File: src/rtl/ppu_vram_arbiter.sv
// PPU video-bus arbiter: render fetches and CPU PPUDATA accesses share VRAM using fixed 2-cycle transactions.
// Optional starvation guard for the CPU slot is built only when PPU_VRAM_ARB_STARVE_EN is defined.
module ppu_vram_arbiter #(
    parameter int ADDR_WIDTH   = 14,
    parameter int DATA_WIDTH   = 8,
    parameter int STARVE_LIMIT = 16
) (
    input  logic                  i_clk,
    input  logic                  i_reset_n,
    input  logic                  i_rnd_req,
    input  logic [ADDR_WIDTH-1:0] i_rnd_addr,
    output logic                  o_rnd_ack,
    output logic                  o_rnd_valid,
    output logic [DATA_WIDTH-1:0] o_rnd_data,
    input  logic                  i_cpu_strobe,
    input  logic                  i_cpu_we,
    input  logic [ADDR_WIDTH-1:0] i_cpu_addr,
    input  logic [DATA_WIDTH-1:0] i_cpu_wdata,
    output logic                  o_cpu_busy,
    output logic                  o_cpu_done,
    output logic [DATA_WIDTH-1:0] o_cpu_rdata,
    output logic                  o_cpu_overrun,
    output logic                  o_video_rd_n,
    output logic                  o_video_we_n,
    output logic [ADDR_WIDTH-1:0] o_video_address,
    output logic [DATA_WIDTH-1:0] o_video_data,
    input  logic [DATA_WIDTH-1:0] i_video_data,
    output logic [1:0]            o_dbg_state
);

    localparam logic [1:0] ST_IDLE = 2'd0;
    localparam logic [1:0] ST_ADDR = 2'd1;
    localparam logic [1:0] ST_DATA = 2'd2;

    logic [1:0]            state_q, state_d;
    logic                  slot_full_q, slot_full_d;
    logic                  slot_we_q, slot_we_d;
    logic [ADDR_WIDTH-1:0] slot_addr_q, slot_addr_d;
    logic [DATA_WIDTH-1:0] slot_wdata_q, slot_wdata_d;
    logic                  own_cpu_q, own_cpu_d;
    logic                  we_q, we_d;
    logic [ADDR_WIDTH-1:0] addr_q, addr_d;
    logic [DATA_WIDTH-1:0] wdata_q, wdata_d;
    logic                  rd_n_q, rd_n_d;
    logic                  we_n_q, we_n_d;
    logic [DATA_WIDTH-1:0] vdata_q, vdata_d;
    logic                  rnd_ack_q, rnd_ack_d;
    logic                  rnd_valid_q, rnd_valid_d;
    logic [DATA_WIDTH-1:0] rnd_data_q, rnd_data_d;
    logic                  cpu_done_q, cpu_done_d;
    logic [DATA_WIDTH-1:0] cpu_rdata_q, cpu_rdata_d;
    logic                  overrun_q, overrun_d;

    logic arb_point;
    logic cpu_win;
    logic rnd_win;
    logic end_data;
    logic starve_hit;

`ifdef PPU_VRAM_ARB_STARVE_EN
    localparam logic [7:0] STARVE_LIM8 = 8'(STARVE_LIMIT);
    logic [7:0] starve_cnt_q, starve_cnt_d;

    assign starve_hit = (starve_cnt_q >= STARVE_LIM8);

    // Counts cycles a captured CPU access sits ungranted; saturates rather than wrapping.
    always_comb begin
        starve_cnt_d = starve_cnt_q;
        if (!slot_full_q || cpu_win) begin
            starve_cnt_d = 8'd0;
        end else if (starve_cnt_q != 8'hFF) begin
            starve_cnt_d = starve_cnt_q + 8'd1;
        end
    end

    always_ff @(negedge i_clk or negedge i_reset_n) begin
        if (!i_reset_n) begin
            starve_cnt_q <= 8'd0;
        end else begin
            starve_cnt_q <= starve_cnt_d;
        end
    end
`else
    logic starve_unused;
    assign starve_unused = (STARVE_LIMIT > 0);
    assign starve_hit    = 1'b0;
`endif

    always_comb begin
        arb_point = (state_q == ST_IDLE) || (state_q == ST_DATA);
        cpu_win   = arb_point && slot_full_q && (!i_rnd_req || starve_hit);
        rnd_win   = arb_point && i_rnd_req && !cpu_win;
        end_data  = (state_q == ST_DATA);

        state_d = ST_IDLE;
        case (state_q)
            ST_IDLE: state_d = (cpu_win || rnd_win) ? ST_ADDR : ST_IDLE;
            ST_ADDR: state_d = ST_DATA;
            ST_DATA: state_d = (cpu_win || rnd_win) ? ST_ADDR : ST_IDLE;
            default: state_d = ST_IDLE;
        endcase

        own_cpu_d = own_cpu_q;
        we_d      = we_q;
        addr_d    = addr_q;
        wdata_d   = wdata_q;
        if (cpu_win) begin
            own_cpu_d = 1'b1;
            we_d      = slot_we_q;
            addr_d    = slot_addr_q;
            wdata_d   = slot_wdata_q;
        end else if (rnd_win) begin
            own_cpu_d = 1'b0;
            we_d      = 1'b0;
            addr_d    = i_rnd_addr;
            wdata_d   = '0;
        end

        // Bus strobes are registered so they change cleanly with the state they describe.
        rd_n_d  = !((state_d != ST_IDLE) && !we_d);
        we_n_d  = !((state_d != ST_IDLE) && we_d);
        vdata_d = ((state_d != ST_IDLE) && we_d) ? wdata_d : '0;

        rnd_ack_d   = rnd_win;
        rnd_valid_d = end_data && !own_cpu_q;
        rnd_data_d  = rnd_valid_d ? i_video_data : rnd_data_q;
        cpu_done_d  = end_data && own_cpu_q;
        cpu_rdata_d = (cpu_done_d && !we_q) ? i_video_data : cpu_rdata_q;

        // A strobe landing in the same cycle the slot is granted refills it instead of being dropped.
        slot_full_d  = slot_full_q && !cpu_win;
        slot_we_d    = slot_we_q;
        slot_addr_d  = slot_addr_q;
        slot_wdata_d = slot_wdata_q;
        overrun_d    = 1'b0;
        if (i_cpu_strobe) begin
            if (!slot_full_d) begin
                slot_full_d  = 1'b1;
                slot_we_d    = i_cpu_we;
                slot_addr_d  = i_cpu_addr;
                slot_wdata_d = i_cpu_wdata;
            end else begin
                overrun_d = 1'b1;
            end
        end
    end

    always_ff @(negedge i_clk or negedge i_reset_n) begin
        if (!i_reset_n) begin
            state_q      <= ST_IDLE;
            slot_full_q  <= 1'b0;
            slot_we_q    <= 1'b0;
            slot_addr_q  <= '0;
            slot_wdata_q <= '0;
            own_cpu_q    <= 1'b0;
            we_q         <= 1'b0;
            addr_q       <= '0;
            wdata_q      <= '0;
            rd_n_q       <= 1'b1;
            we_n_q       <= 1'b1;
            vdata_q      <= '0;
            rnd_ack_q    <= 1'b0;
            rnd_valid_q  <= 1'b0;
            rnd_data_q   <= '0;
            cpu_done_q   <= 1'b0;
            cpu_rdata_q  <= '0;
            overrun_q    <= 1'b0;
        end else begin
            state_q      <= state_d;
            slot_full_q  <= slot_full_d;
            slot_we_q    <= slot_we_d;
            slot_addr_q  <= slot_addr_d;
            slot_wdata_q <= slot_wdata_d;
            own_cpu_q    <= own_cpu_d;
            we_q         <= we_d;
            addr_q       <= addr_d;
            wdata_q      <= wdata_d;
            rd_n_q       <= rd_n_d;
            we_n_q       <= we_n_d;
            vdata_q      <= vdata_d;
            rnd_ack_q    <= rnd_ack_d;
            rnd_valid_q  <= rnd_valid_d;
            rnd_data_q   <= rnd_data_d;
            cpu_done_q   <= cpu_done_d;
            cpu_rdata_q  <= cpu_rdata_d;
            overrun_q    <= overrun_d;
        end
    end

    assign o_rnd_ack       = rnd_ack_q;
    assign o_rnd_valid     = rnd_valid_q;
    assign o_rnd_data      = rnd_data_q;
    assign o_cpu_done      = cpu_done_q;
    assign o_cpu_rdata     = cpu_rdata_q;
    assign o_cpu_overrun   = overrun_q;
    assign o_cpu_busy      = slot_full_q || ((state_q != ST_IDLE) && own_cpu_q) || cpu_done_q;
    assign o_video_rd_n    = rd_n_q;
    assign o_video_we_n    = we_n_q;
    assign o_video_address = addr_q;
    assign o_video_data    = vdata_q;
    assign o_dbg_state     = state_q;

endmodule

File: config.mk
export PLATFORM = sky130hd
export DESIGN_NAME = ppu_vram_arbiter
export DESIGN_NICKNAME = d
export VERILOG_FILES = /design/src/rtl/ppu_vram_arbiter.sv
export SDC_FILE = /design/constraint.sdc
export NUM_CORES = 1
export LEC_CHECK = 0
export ABC_AREA = 0
export BUFFER_PORTS_ARGS = -buffer_cell sky130_fd_sc_hd__buf_2
export CORE_MARGIN = 4
export CORE_UTILIZATION = 57
export CTS_BUF_LIST = sky130_fd_sc_hd__clkbuf_4 sky130_fd_sc_hd__clkbuf_8
export DETAILED_ROUTE_END_ITERATION = 10
export PLACE_DENSITY = 0.95
export SYNTH_ARGS = -nofsm -noshare
export SYNTH_HDL_FRONTEND = slang
export SYNTH_SLANG_ARGS = --single-unit
File: constraint.sdc
create_clock -name i_clk -period 2.12 [get_ports i_clk]
set_input_delay 0.318 -clock i_clk [delete_from_list [all_inputs] [get_ports i_clk]]
set_output_delay 0.318 -clock i_clk [all_outputs]
set_load 0.05 [all_outputs]
======== After elaboration in Yosys (flattened, before gate mapping) ========
Index checks and enable logic that the tools add are counted.
cells by class
  muxes and demuxes ....................... 14
  bitwise operators ....................... 1
  eq/ne operators ......................... 2
  reduce and logical (&&, ||, !) cells .... 28
operators by type and width
  operator              number
  $mux W14              2
  $mux W8               3
  $logic_and A1 B1 Y1   11
  $mux W1               8
  $logic_not A1 Y1      7
  $reduce_bool A2 Y1    3
  $logic_or A1 B1 Y1    4
  $pmux W2 S2           1
  $eq A2 B1 Y1 const B  1
  $eq A2 B2 Y1 const B  1
  $logic_not A2 Y1      1
  $reduce_and A2 Y1     1
  $reduce_or A2 Y1      1
  $not A1 Y1            1
word-level totals
  register bits ........................... 80
  word-level logic and storage cells ...... 63

======== Logic depth before layout (Yosys ltp) ========
  word-level depth ........................ 12
  depth in mapped cells ................... 6
  mapped depth without buffers ............ 3

==> flow_summary.yaml <==
status:
  status: "complete, but fails checks"
  violations: "setup timing"
power_and_ir_drop:
  p_sw_share_pct: 41.4
  pwr-share-clk_pct: 17.0
  total_power_mw: 8.24
  pwr-share-comb_pct: 48.9
  vdd_drop_max_mv: 1.14
  p_leak_nw: 2.19
  intPower_mw: 4.83
  seq_power_share_pct: 34.0
  p_per_area_nw_per_um2: 1800
  switching_power_mw: 3.41
synthesis:
  synth_edf_count: 0
  syn_inst: 237
  ys_async_sr_fraction_pct: 100
  ys_types: 27
  synth_top_area_share_pct: 61.9
  synth-seq-cells: 80
  ys_dominant_reg_cell: "dfrtn_1"
  ys_seq_area_share_pct: 63.6
  yosys.area.top_type: "dfrtn_1"
  synth.area.top_cells: "dfrtn_1 (62%), mux2_2 (11%), mux2_4 (3.8%)"
  yosysWarningCount: 0
  synth.avg_cell_area_sq_um: 13.3
  synth_fp_nets: 286
  syn_area_sq_um: 3150
route:
  met2_length_um: 4370
  drt-pass1-iter-count: 4
  wl_met3_um: 484
  vias: 2370
  highest_layer: "met4"
  drt_iter0_drc: 161
  wl_met1_um: 3030
  via_per_inst: 5.45
  drcViolationCount: 0
  ant_nets: 0
  wl_per_cell_um: 18.8
  drt_wl_total_um: 8160
global_route:
  track_usage_pct: 25.0
  grt_max_degree: 41
  grt-ovfl-total: 0
  grt_pass1_vias: 2515
  antenna_found_initial: 0
  grt_pass1_wl_um: 12100
worst_setup_path:
  reg2reg_depth: 4
  crit_end: "o_cpu_busy"
  path_class: "flip-flop to output port"
  r2r-start: "o_dbg_state[0]"
  cp.arrival_ps: 2190
  ff2ff_setup_slack_ps: 340
  crit_path_start: "o_dbg_state[1]"
  critPathLaunchType: "flip-flop"
  required_ps: 1800
  r2r-end: "o_cpu_rdata[5]"
  end_kind: "output port"
  cp_max_fo: 3
cells_and_area:
  drive_gt1_share_pct: 55.1
  area_delta_synth_final_pct: 44.8
  fin_nets: 409
  fillCellCount: 243
  n_antenna_cell: 0
  design_area_sq_um: 4560
  regArea_sq_um: 2000
  multi_input_area_sq_um: 1120
  utilization_pct: 87.1
clocking:
  cts_made_buffers: 9
  clockRootBuffer: "clkbuf_8"
  numClockSinks: 80
  clk_latency_ps: 390
  clockBufferDepth: 2
  hold_buffers: 0
  cts_tree: "yes"
  cts_max_level: 3
  path_clk_slew_ps: 50
sta:
  worst_slack_ps: -385
  slew-limit-headroom_pct: 52.8
  worstMarginPinSlew_ps: 707
  rsz0062_at_grt: "yes"
  setup_viol: 47
  skew_ps: 50.3
  hold_violations: 0
  tns_ps: -9800
  maxSlewViolCount: 0
placed_design:
  gp_congestion: 0.851
  place_hpwl_um: 5120
  port_buffers: 95
  post_dp_cell_area_sq_um: 3900
floorplan:
  core_sq_um: 5240
  chipHeight_um: 82.4
  start_util_pct: 60.2
  die_w_um: 82.4
  io_pins: 96
  rows: 26
  die_area_sq_um: 6790
hold_path:
  min_path_type: "flip-flop to flip-flop"
  hp-start: "slot_addr_q[9]"
job:
  max_cap_violations: 0
[cell type report]
| class | instances | share of cell area, % |
|---|---|---|
| clock inverters | 7 | 2.41 |
| well taps | 70 | 1.92 |
| flip-flops and latches | 80 | 43.9 |
| clock buffers | 11 | 3.32 |
| multi-input cells | 139 | 24.6 |
| inverters | 3 | 0.247 |
| repair buffers | 125 | 23.6 |
[flip-flops by register name, summed over array words and instances (netlist names), 2 cells and up]
register         flops
slot_wdata_q         8
o_video_address     14
o_cpu_rdata          8
o_rnd_data           8
o_dbg_state          2
wdata_q              8
slot_addr_q         14
o_video_data         8
[metrics by stage]
stage	worst slack, ps	hold slack (ps)	instances
floorplan	-508	440	237
global placement	-205	428	406
detailed placement	-248	442	406
CTS	-378	455	429
global route	-410	474	435
finish	-385	457	435
[metal layers]
layer,vias to the layer above,global-route usage [%]
met5,-,0
met4,0,13.6
met3,29,6.51
met2,102,41.3
met1,1166,29.9
li1,1073,-
[critical path, cell delays in order, from the launching register on]
cell and delay (ps):
dfrtn_1 510, o21ai_4 80, nand2_4 60, buf_8 140
[synth_stat cells (all sizes together), types with 4 or more instances]
master	number
nand3b	10
clkbuf	5
buf	9
nor2b	4
o21ai	25
a21oi	9
inv	4
a22oi	14
dfrtn	78
mux2	39
nand2	26
nor2	5
[layout by cell type, fill, tap and decap left out, drive strengths merged, types with 2 or more instances in the layout]
cell,instances
buf,125
a22oi,14
dfstp,2
o21ai,25
nand3b,10
clkinvlp,2
mux2,39
bufinv,3
nand2b,2
nor2b,4
nand2,26
dfrtn,78
nor2,5
clkbuf,11
a21oi,9
inv,5
[worst min-delay path by stage]
stage / end / slack [ps] / cells past startpoint
after floorplan: slot_wdata_q[0] / 440 / 1
after global placement: o_video_address[4] / 430 / 2
after detailed placement: o_video_address[11] / 440 / 2
after CTS: slot_addr_q[9] / 450 / 1
after global routing: slot_wdata_q[5] / 470 / 1
final: slot_addr_q[9] / 460 / 1
[logic make-up after synthesis]
kind of cell           Yosys count  share of synthesized area (%)
buffers and inverters           18                           3.61
AO/OA/AOI/OAI                   50                           9.60
flip-flops                      80                           63.6
multiplexers                    39                           14.9
AND/OR/NAND/NOR                 50                           8.33
[what timing repair did]
action / in CTS / in global routing
pin swaps: 1 / 0
endpoints found under the setup margin: 47 / 48
buffers inserted: 6 / 6
resized for setup: 96 / 5
[power by group through the flow]
stage          clock, mW  combinational [mW]  sequential (mW)
6_report            1.40                4.03             2.80
5_1_grt             1.49                4.24             2.86
4_1_cts             1.41                3.89             2.77
3_5_place_dp     0.00886                3.32             2.71
3_3_place_gp     0.00886                3.24             2.65
2_1_floorplan    0.00886                1.22             3.93
Power figures use the tool's default switching activity.
